File: src/rtl/fnd_scan_ctrl.sv
// fnd_scan_ctrl: time-multiplexed scan controller for a common-anode
// 7-segment display sharing one nibble-to-segment encoder. Keeps a
// tear-free shadow of the displayed value, walks the digits with a blank
// guard interval at the start of each slot, and can hide leading zeros.
module fnd_scan_ctrl #(
  parameter int NUM_DIG   = 4,
  parameter int SCAN_DIV  = 50000,
  parameter int BLANK_CYC = 500
) (
  input  logic                   clk,
  input  logic                   rst_n,
  input  logic                   en,
  input  logic [4*NUM_DIG-1:0]   value,
  input  logic                   load,
  input  logic                   lz_en,
  output logic [3:0]             enc_din,
  output logic [NUM_DIG-1:0]     dig_sel,
  output logic                   frame_done,
  output logic                   upd_pending
);

  localparam int CW = (SCAN_DIV > 1) ? $clog2(SCAN_DIV) : 1;
  localparam int IW = (NUM_DIG > 1) ? $clog2(NUM_DIG) : 1;

  localparam logic [CW-1:0] BLANK_LAST = CW'(BLANK_CYC - 1);
  localparam logic [CW-1:0] SCAN_LAST  = CW'(SCAN_DIV - 1);
  localparam logic [IW-1:0] IDX_LAST   = IW'(NUM_DIG - 1);

  typedef enum logic [1:0] {
    ST_OFF   = 2'd0,
    ST_BLANK = 2'd1,
    ST_SHOW  = 2'd2
  } state_t;

  state_t               state_q, state_d;
  logic [IW-1:0]        idx_q, idx_d;
  logic [CW-1:0]        cnt_q, cnt_d;
  logic [4*NUM_DIG-1:0] shadow_q, shadow_d;
  logic [4*NUM_DIG-1:0] pend_q, pend_d;
  logic                 upd_pending_q, upd_pending_d;
  logic [3:0]           enc_din_q, enc_din_d;
  logic [NUM_DIG-1:0]   dig_sel_q, dig_sel_d;
  logic                 frame_done_q, frame_done_d;
  logic                 apply_shadow;

  // Scan sequencing plus pending/shadow bookkeeping; the shadow only moves
  // at a frame boundary (or scan start) so one frame never mixes two loads.
  always_comb begin
    state_d       = state_q;
    idx_d         = idx_q;
    cnt_d         = cnt_q;
    shadow_d      = shadow_q;
    pend_d        = pend_q;
    upd_pending_d = upd_pending_q;
    frame_done_d  = 1'b0;
    apply_shadow  = 1'b0;

    if (!en) begin
      state_d = ST_OFF;
      idx_d   = '0;
      cnt_d   = '0;
    end else begin
      case (state_q)
        ST_OFF: begin
          state_d      = ST_BLANK;
          idx_d        = '0;
          cnt_d        = '0;
          apply_shadow = 1'b1;
        end
        ST_BLANK: begin
          cnt_d = cnt_q + 1'b1;
          if (cnt_q == BLANK_LAST) begin
            state_d = ST_SHOW;
          end
        end
        ST_SHOW: begin
          if (cnt_q == SCAN_LAST) begin
            state_d = ST_BLANK;
            cnt_d   = '0;
            if (idx_q == IDX_LAST) begin
              idx_d        = '0;
              apply_shadow = 1'b1;
              frame_done_d = 1'b1;
            end else begin
              idx_d = idx_q + 1'b1;
            end
          end else begin
            cnt_d = cnt_q + 1'b1;
          end
        end
        default: begin
          state_d = ST_OFF;
          idx_d   = '0;
          cnt_d   = '0;
        end
      endcase
    end

    if (apply_shadow && upd_pending_q) begin
      shadow_d = pend_q;
    end

    if (load) begin
      pend_d        = value;
      upd_pending_d = 1'b1;
    end else if (apply_shadow) begin
      upd_pending_d = 1'b0;
    end
  end

  logic [NUM_DIG-1:0] lz_supp;
  logic               zero_run;

  // Output decode from next-state values: nibble select, leading-zero
  // suppression mask and the one-cold digit enable.
  always_comb begin
    enc_din_d  = 4'h0;
    dig_sel_d  = '1;
    lz_supp    = '0;
    zero_run   = 1'b1;

    for (int i = 0; i < NUM_DIG; i++) begin
      if (idx_d == IW'(i)) begin
        enc_din_d = shadow_d[4*i +: 4];
      end
    end

    for (int i = NUM_DIG - 1; i >= 1; i--) begin
      zero_run   = zero_run & (shadow_d[4*i +: 4] == 4'h0);
      lz_supp[i] = zero_run;
    end

    if (state_d == ST_SHOW) begin
      for (int i = 0; i < NUM_DIG; i++) begin
        if ((idx_d == IW'(i)) && !(lz_en && lz_supp[i])) begin
          dig_sel_d[i] = 1'b0;
        end
      end
    end
  end

  // State and registered outputs, cleared asynchronously on reset.
  always_ff @(posedge clk or negedge rst_n) begin
    if (!rst_n) begin
      state_q       <= ST_OFF;
      idx_q         <= '0;
      cnt_q         <= '0;
      shadow_q      <= '0;
      pend_q        <= '0;
      upd_pending_q <= 1'b0;
      enc_din_q     <= 4'h0;
      dig_sel_q     <= '1;
      frame_done_q  <= 1'b0;
    end else begin
      state_q       <= state_d;
      idx_q         <= idx_d;
      cnt_q         <= cnt_d;
      shadow_q      <= shadow_d;
      pend_q        <= pend_d;
      upd_pending_q <= upd_pending_d;
      enc_din_q     <= enc_din_d;
      dig_sel_q     <= dig_sel_d;
      frame_done_q  <= frame_done_d;
    end
  end

  assign enc_din     = enc_din_q;
  assign dig_sel     = dig_sel_q;
  assign frame_done  = frame_done_q;
  assign upd_pending = upd_pending_q;

endmodule

File: config.mk
export PLATFORM = sky130hd
export DESIGN_NAME = fnd_scan_ctrl
export DESIGN_NICKNAME = d
export VERILOG_FILES = /design/src/rtl/fnd_scan_ctrl.sv
export SDC_FILE = /design/constraint.sdc
export NUM_CORES = 1
export LEC_CHECK = 0
export ABC_CLOCK_PERIOD_IN_PS = 3100
export BUFFER_PORTS_ARGS = -buffer_cell sky130_fd_sc_hd__buf_2
export CAP_MARGIN = 20
export CORE_ASPECT_RATIO = 1.25
export CORE_UTILIZATION = 58
export CTS_CLUSTER_DIAMETER = 100
export DETAILED_ROUTE_END_ITERATION = 10
export PLACE_DENSITY_LB_ADDON = 0.25
export SLEW_MARGIN = 20
export SYNTH_ARGS = -nofsm -noshare
export SYNTH_HDL_FRONTEND = slang
export SYNTH_SLANG_ARGS = --single-unit
File: constraint.sdc
create_clock -name clk -period 3.1 [get_ports clk]
set_input_delay 0.31 -clock clk [delete_from_list [all_inputs] [get_ports clk]]
set_output_delay 0.31 -clock clk [all_outputs]
set_load 0.01 [all_outputs]
==> results of run 1 <==
[layout make-up]
| cell class | instances | area [µm²] | share of cell area, % |
|---|---|---|---|
| sequential | 62 | 1560 | 47.2 |
| multi-input combinational | 170 | 1230 | 37.3 |
| timing repair buffer | 35 | 190 | 5.77 |
| clock buffer | 13 | 169 | 5.13 |
| tap | 60 | 75.1 | 2.28 |
| inverter | 15 | 56.3 | 1.71 |
| clock inverter | 3 | 17.5 | 0.532 |
[through the flow]
stage / power [W] / util [%]
2_1_floorplan: 0.00110 / -
3_3_place_gp: 0.00117 / 65.0
3_5_place_dp: 0.00119 / 65.0
4_1_cts: 0.00185 / 69.1
5_1_grt: 0.00192 / 69.1
6_report: 0.00184 / 69.1
[sequential cells by signal, indices dropped and copies added, names as in the netlist]
register	flops
pend_q	16
cnt_q	16
idx_q	2
frame_done	1
upd_pending	1
state_q	2
shadow_q	16
dig_sel	4
enc_din	4
[how the worst max path moves through the flow]
| stage | to |
|---|---|
| 2_1_floorplan | enc_din[1]$_DFF_PN0_ |
| 5_1_grt | enc_din[3]$_DFF_PN0_ |
| 3_5_place_dp | enc_din[3]$_DFF_PN0_ |
| 3_3_place_gp | enc_din[3]$_DFF_PN0_ |
| 6_report | enc_din[3]$_DFF_PN0_ |
| 4_1_cts | enc_din[3]$_DFF_PN0_ |
[cell families (layout without fill, tap and decap cells)]
family                     count (synthesis)  count (layout)
DFF                                       62              62
AOI/OAI and AO/OA                         30              30
muxes                                     35              35
and+or+nand+nor                           87              87
xor gates and xnor gates                  12              12
adders and majority gates                  6               6
buffers and inverters                     22              66
[cell usage after synthesis (all sizes together) (3+ instances only)]
cell / instances
nand3: 12
nor4: 5
nor3: 6
clkbuf: 4
and3: 5
mux2i: 9
nand4: 4
xnor2: 6
o22a: 4
nand2: 13
inv: 15
nor2: 26
a21oi: 5
a31oi: 5
dfrtp: 58
dfstp: 4
ha: 6
xor2: 6
buf: 3
mux2: 26
or4: 5
a22oi: 3
o21ai: 8
[per-layer routing]
| metal | vias to the layer above | global-route usage (%) | part of all wire, % |
|---|---|---|---|
| met5 | - | 0 | 0 |
| met2 | 31 | 44.3 | 53 |
| li1 | 977 | - | - |
| met3 | 10 | 7.44 | 3.5 |
| met1 | 1045 | 27.3 | 41 |
| met4 | 0 | 12.4 | 2.2 |
[where the power goes]
part,total (W),switching (W),internal [W]
sequential,0.000954,0.0000522,0.000901
combinational,0.000219,0.000113,0.000107
clock,0.000666,0.000313,0.000353
[cells in the final DEF (no fill, tap or decap), types with 2 or more instances in the layout]
| master | Yosys | layout |
|---|---|---|
| clkbuf_8 | 0 | 12 |
| a31oi_1 | 5 | 5 |
| ha_1 | 6 | 6 |
| or4_4 | 2 | 2 |
| inv_1 | 15 | 15 |
| nor3_1 | 6 | 6 |
| o21ai_1 | 2 | 2 |
| xnor2_1 | 6 | 6 |
| dfstp_2 | 4 | 4 |
| o21ai_0 | 5 | 5 |
| and3_1 | 5 | 5 |
| o22a_1 | 4 | 4 |
| buf_4 | 1 | 4 |
| buf_2 | 0 | 30 |
| mux2_2 | 25 | 25 |
| nor4_1 | 4 | 4 |
| xor2_1 | 6 | 6 |
| or3_1 | 2 | 2 |
| or4_1 | 3 | 3 |
| clkinv_2 | 0 | 2 |
| nand4_1 | 4 | 4 |
| nand2_1 | 13 | 13 |
| a21o_1 | 2 | 2 |
| dfrtp_1 | 58 | 58 |
| nand3_1 | 12 | 12 |
| mux2i_1 | 9 | 9 |
| nor2_1 | 26 | 26 |
| nor4b_1 | 2 | 2 |
| a22oi_1 | 3 | 3 |
| a21oi_1 | 5 | 5 |
| nand2b_1 | 2 | 2 |
==> metrics.cfg, run 1 <==
[run_status]
outcome=complete, no violations

[finish]
layout-drive-gt1-share_pct=28.5
fillers=380
area_delta_synth_final_pct=14.4
stdcell_count=358
antenna_cells=0
post-route-cell-area_um2=3290
nets=320

[min_path]
min_delay_worst_endpoint=pend_q[3]$_DFFE_PN0P_
hold_depth=2
hold_start=value[3]
hold_class=in2reg

[sta]
rsz0062_at_grt=no
worst_pin_slew_ps=570
whs_ps=190
slew_violations=0
setup_viol=0
fmax_mhz=358
min_period_ps=2790
hold_violations=0
min_period_over_period_pct=90.0
setup-tns-final_ps=0
worst_clock_skew_ps=3.45
timing.max_slew.rel_slack_pct=61.7
setup_ws_ps=309

[synth]
synth-adder-area-share_pct=2.61
synth-xor-area-share_pct=3.65
synth_top_area_cell=dfrtp_1
synth-simple-area-share_pct=15.9
synthDistinctLibCells=42
ys.flop_type=dfrtp_1
synth_edf_count=0
synthCells=254
synthArstFlopShare_pct=100
synthTopCellsByArea=dfrtp_1 (50%), mux2_2 (9.8%), dfstp_2 (3.6%)
muxShareOfSynthArea_pct=13.3
synth_top_family_by_area=simple AND/OR/NAND/NOR gates
synth_top_area_share_pct=50.4
ys_seq_elements=62
synth-seq-area-share_pct=54.0
syn_nets=281
synth-compound-area-share_pct=7.25
synth_warnings=0
syn_area_um2=2880
syn_area_per_cell_um2=11.3

[setup_path]
critPathMaxFanout=17
crit_cells=7
r2r-end=enc_din[3]$_DFF_PN0_
r2r_cells=7
slowest_stage=or4_4
cpPeakStageDelay_ps=570
cp.required_ps=3320
critPathArrivalTime_ps=3010
cp-startpoint=cnt_q[10]$_DFF_PN0_
ff2ff_setup_slack_ps=310
path_delay_family=simple AND/OR/NAND/NOR gates
cp_common_cell=or4_4
criticalPathCategory=reg2reg
r2r-start=cnt_q[10]$_DFF_PN0_
crit_chain=or4_4 > or4_4 > o21ai_4 > buf_4 > mux2i_1 > o22a_1 > a31oi_1
crit_path_end_kind=flip-flop
start_kind=flip-flop
path_buf_inv=1

[grt]
grt-ovfl-total=0
grt_max_degree=40
grt_pass1_vias=2117
antenna_found_initial=0
grt_usage_pct=25.1
grt_pass1_wl_mm=9.56

[detailed_routing]
wl_per_cell_um=16.2
drc=0
ant_nets=0
via_per_inst=5.76
wirelength_mm=5.79
drt_pass1_iterations=4
vias=2063
drt_iter0_drc=111

[die]
die_height_um=80.8
die_x_um=65.0
rows=28
core_area_um2=4760
dieArea_um2=5250
start_util_pct=60.5
design.portCount=31

[clock_network]
clock_latency_ps=350
cts-root-buf=clkbuf_8
numCtsBuffers=9
htreeDepth=3
post_cts.repair.setup_buffers=0
tritoncts=yes
ctsResizeCount=0
clk_pin_slew_worst_paths_ps=70
holdBufCountCts=1
clockBufferDepth=2
cts.sinks=62

[job]
drv_cap=0

[placed_design]
port_buffers=30
post_dp_cell_area_um2=3100
place.gp.congestion=0.809
dp.cells=341
hpwlAfterDp_mm=4.07
pre_cts_slack_ps=332

[power]
ir_drop_uv=331
leakagePower_nw=1.42
power_density_nw_per_um2=558

Power figures use the tool's default switching activity.
==> run 2, diff against run 1 <==
Settings changed: CORE_UTILIZATION 58 to 60, CTS_BUF_LIST set to sky130_fd_sc_hd__clkbuf_4, HOLD_SLACK_MARGIN set to 0.03.
==> run 2 against run 1 <==
Effect of this change: clock power down 6.9%; fmax down 1.7%; flip-flop and latch count unchanged; core utilization up 3.5 points; via count down 1.4%; die area down 3.2%; register-to-register slack worse by 50 ps; worst setup slack worse by 49 ps; hold slack worse by 72 ps; final cell count down 0.56%.
==> metrics.cfg, run 2 (synthesis results as in run 1) <==
[run_status]
outcome=complete, no violations  ; unchanged

[clock_network]
clk_pin_slew_worst_paths_ps=110  ; was 70 ps
tritoncts=yes  ; unchanged
clock_latency_ps=410  ; was 350 ps
cts-root-buf=clkbuf_4  ; was clkbuf_8
ctsResizeCount=0  ; unchanged
numCtsBuffers=9  ; unchanged
clockBufferDepth=2  ; unchanged
htreeDepth=3  ; unchanged
post_cts.repair.setup_buffers=0  ; unchanged
cts.sinks=62  ; unchanged

[setup_path]
start_kind=flip-flop  ; unchanged
criticalPathCategory=reg2reg  ; unchanged
crit_path_end_kind=flip-flop  ; unchanged
critPathArrivalTime_ps=3120  ; was 3010 ps
critPathMaxFanout=17  ; unchanged
cp.required_ps=3380  ; was 3320 ps

[die]
design.portCount=31  ; unchanged
die_height_um=79.5  ; was 80.8 µm
rows=27  ; was 28
core_area_um2=4490  ; was 4760 µm²
die_x_um=64.0  ; was 65.0 µm
dieArea_um2=5080  ; was 5250 µm²
start_util_pct=64.1  ; was 60.5%

[power]
ir_drop_uv=401  ; was 331 µV
power_density_nw_per_um2=550  ; was 558 nW/µm²
leakagePower_nw=1.40  ; was 1.42 nW
total_power_w=0.00179  ; was 0.00184 W

[finish]
reg_top3=cnt_q (16), pend_q (16), shadow_q (16)  ; unchanged
area_delta_synth_final_pct=13.2  ; was 14.4%
final_core_util_pct=72.6  ; was 69.1%
final_common_cell=dfrtp_1  ; unchanged
nets=320  ; unchanged
layout_common_cells=dfrtp_1 (58), buf_2 (30), nor2_1 (26)  ; unchanged
antenna_cells=0  ; unchanged
layout-drive-gt1-share_pct=28.5  ; unchanged

[detailed_routing]
wirelength_mm=5.76  ; was 5.79 mm
drt_iter0_drc=197  ; was 111
ant_nets=0  ; unchanged
wl_per_cell_um=16.2  ; about the same
vias=2034  ; was 2063
drt_pass1_iterations=4  ; unchanged
via_per_inst=5.71  ; was 5.76
drc=0  ; unchanged

[grt]
met2_usage_pct=43.9  ; was 44.3%
grt_pass1_vias=2075  ; was 2117
grt_use_met1_pct=29.9  ; was 27.3%
grt_max_degree=43  ; was 40
grt.busiest_layer=met2  ; unchanged
gr-usage-met3_pct=5.29  ; was 7.44%
grt-ovfl-total=0  ; unchanged
grt_pass1_wl_mm=9.71  ; was 9.56 mm
grt_usage_pct=26.2  ; was 25.1%
antenna_found_initial=0  ; unchanged

[sta]
rsz0062_at_grt=no  ; unchanged
min_period_ps=2840  ; was 2790 ps
setup_ws_ps=261  ; was 309 ps
timing.max_slew.rel_slack_pct=60.4  ; was 61.7%
setup_viol=0  ; unchanged
min_period_over_period_pct=91.6  ; was 90.0%
hold_violations=0  ; unchanged
fmax_mhz=352  ; was 358 MHz
setup-tns-final_ps=0  ; unchanged
worst_clock_skew_ps=8.68  ; was 3.45 ps
worst_pin_slew_ps=589  ; was 570 ps
slew_violations=0  ; unchanged

[placed_design]
place.gp.congestion=0.830  ; was 0.809
hpwlAfterDp_mm=4.16  ; was 4.07 mm
pre_cts_slack_ps=357  ; was 332 ps
port_buffers=30  ; unchanged

[job]
drv_cap=0  ; unchanged

[min_path]
hold_class=in2reg  ; unchanged

## run 2: changes by cell type in the layout (fill, tap and decap cells not counted), sizes merged
cell,change
bufinv,+2
clkbuf,-4
clkinv,+1
clkinvlp,+1
## run 2: worst paths after layout
check                      depth (start not counted)  slack [ps]                     end           startpoint
hold / removal                                     2         120  pend_q[15]$_DFFE_PN0P_            value[15]
setup reg to reg                                   7         260    enc_din[1]$_DFF_PN0_  cnt_q[10]$_DFF_PN0_
setup / recovery                                   7         260    enc_din[1]$_DFF_PN0_  cnt_q[10]$_DFF_PN0_
hold reg to reg                                    1         500      cnt_q[0]$_DFF_PN0_   cnt_q[0]$_DFF_PN0_
max in group asynchronous                          3        1830    dig_sel[0]$_DFF_PN1_                rst_n
min in group asynchronous                          2         360  pend_q[15]$_DFFE_PN0P_                rst_n
## run 2: layout make-up
| type | instances | area (µm²) |
|---|---|---|
| clock buffer | 9 | 67.6 |
| clock inverter | 7 | 88.8 |
| fill | 329 | 1230 |
| inverter | 15 | 56.3 |
| multi-input combinational | 170 | 1230 |
| sequential | 62 | 1560 |
| tap | 58 | 72.6 |
| timing repair buffer | 35 | 190 |
## run 2: layer usage
| layer | part of all wire, % | vias up |
|---|---|---|
| met5 | 0 | - |
| met4 | 3.2 | 0 |
| met3 | 3.3 | 19 |
| met2 | 52 | 50 |
| met1 | 41 | 985 |
| li1 | - | 980 |
## run 2: worst max-delay path: stages (launching register included)
cell and delay [ps]:
dfrtp_1 440, or4_4 580, or4_4 550, o21ai_4 230, buf_4 300, mux2_2 390, nand3_1 90, a31oi_1 120
## run 2: report_power, final
part | internal, W | switching (W)
logic | 0.000107 | 0.000114
clock network | 0.000321 | 0.000299
registers | 0.000900 | 0.0000547
## run 2: per-stage QoR
stage	hold slack [ps]	instances	area, µm²
after floorplan	14.4	254	2880
after global placement	278	339	3100
after detailed placement	290	339	3100
after CTS	106	356	3260
after global routing	91.6	356	3260
final	118	356	3260
## run 2: what timing repair did
item                                    4_1_cts  5_1_grt
hold buffers                                  1        0
endpoints found under the setup margin        0        0
endpoints found under the hold margin        20        0
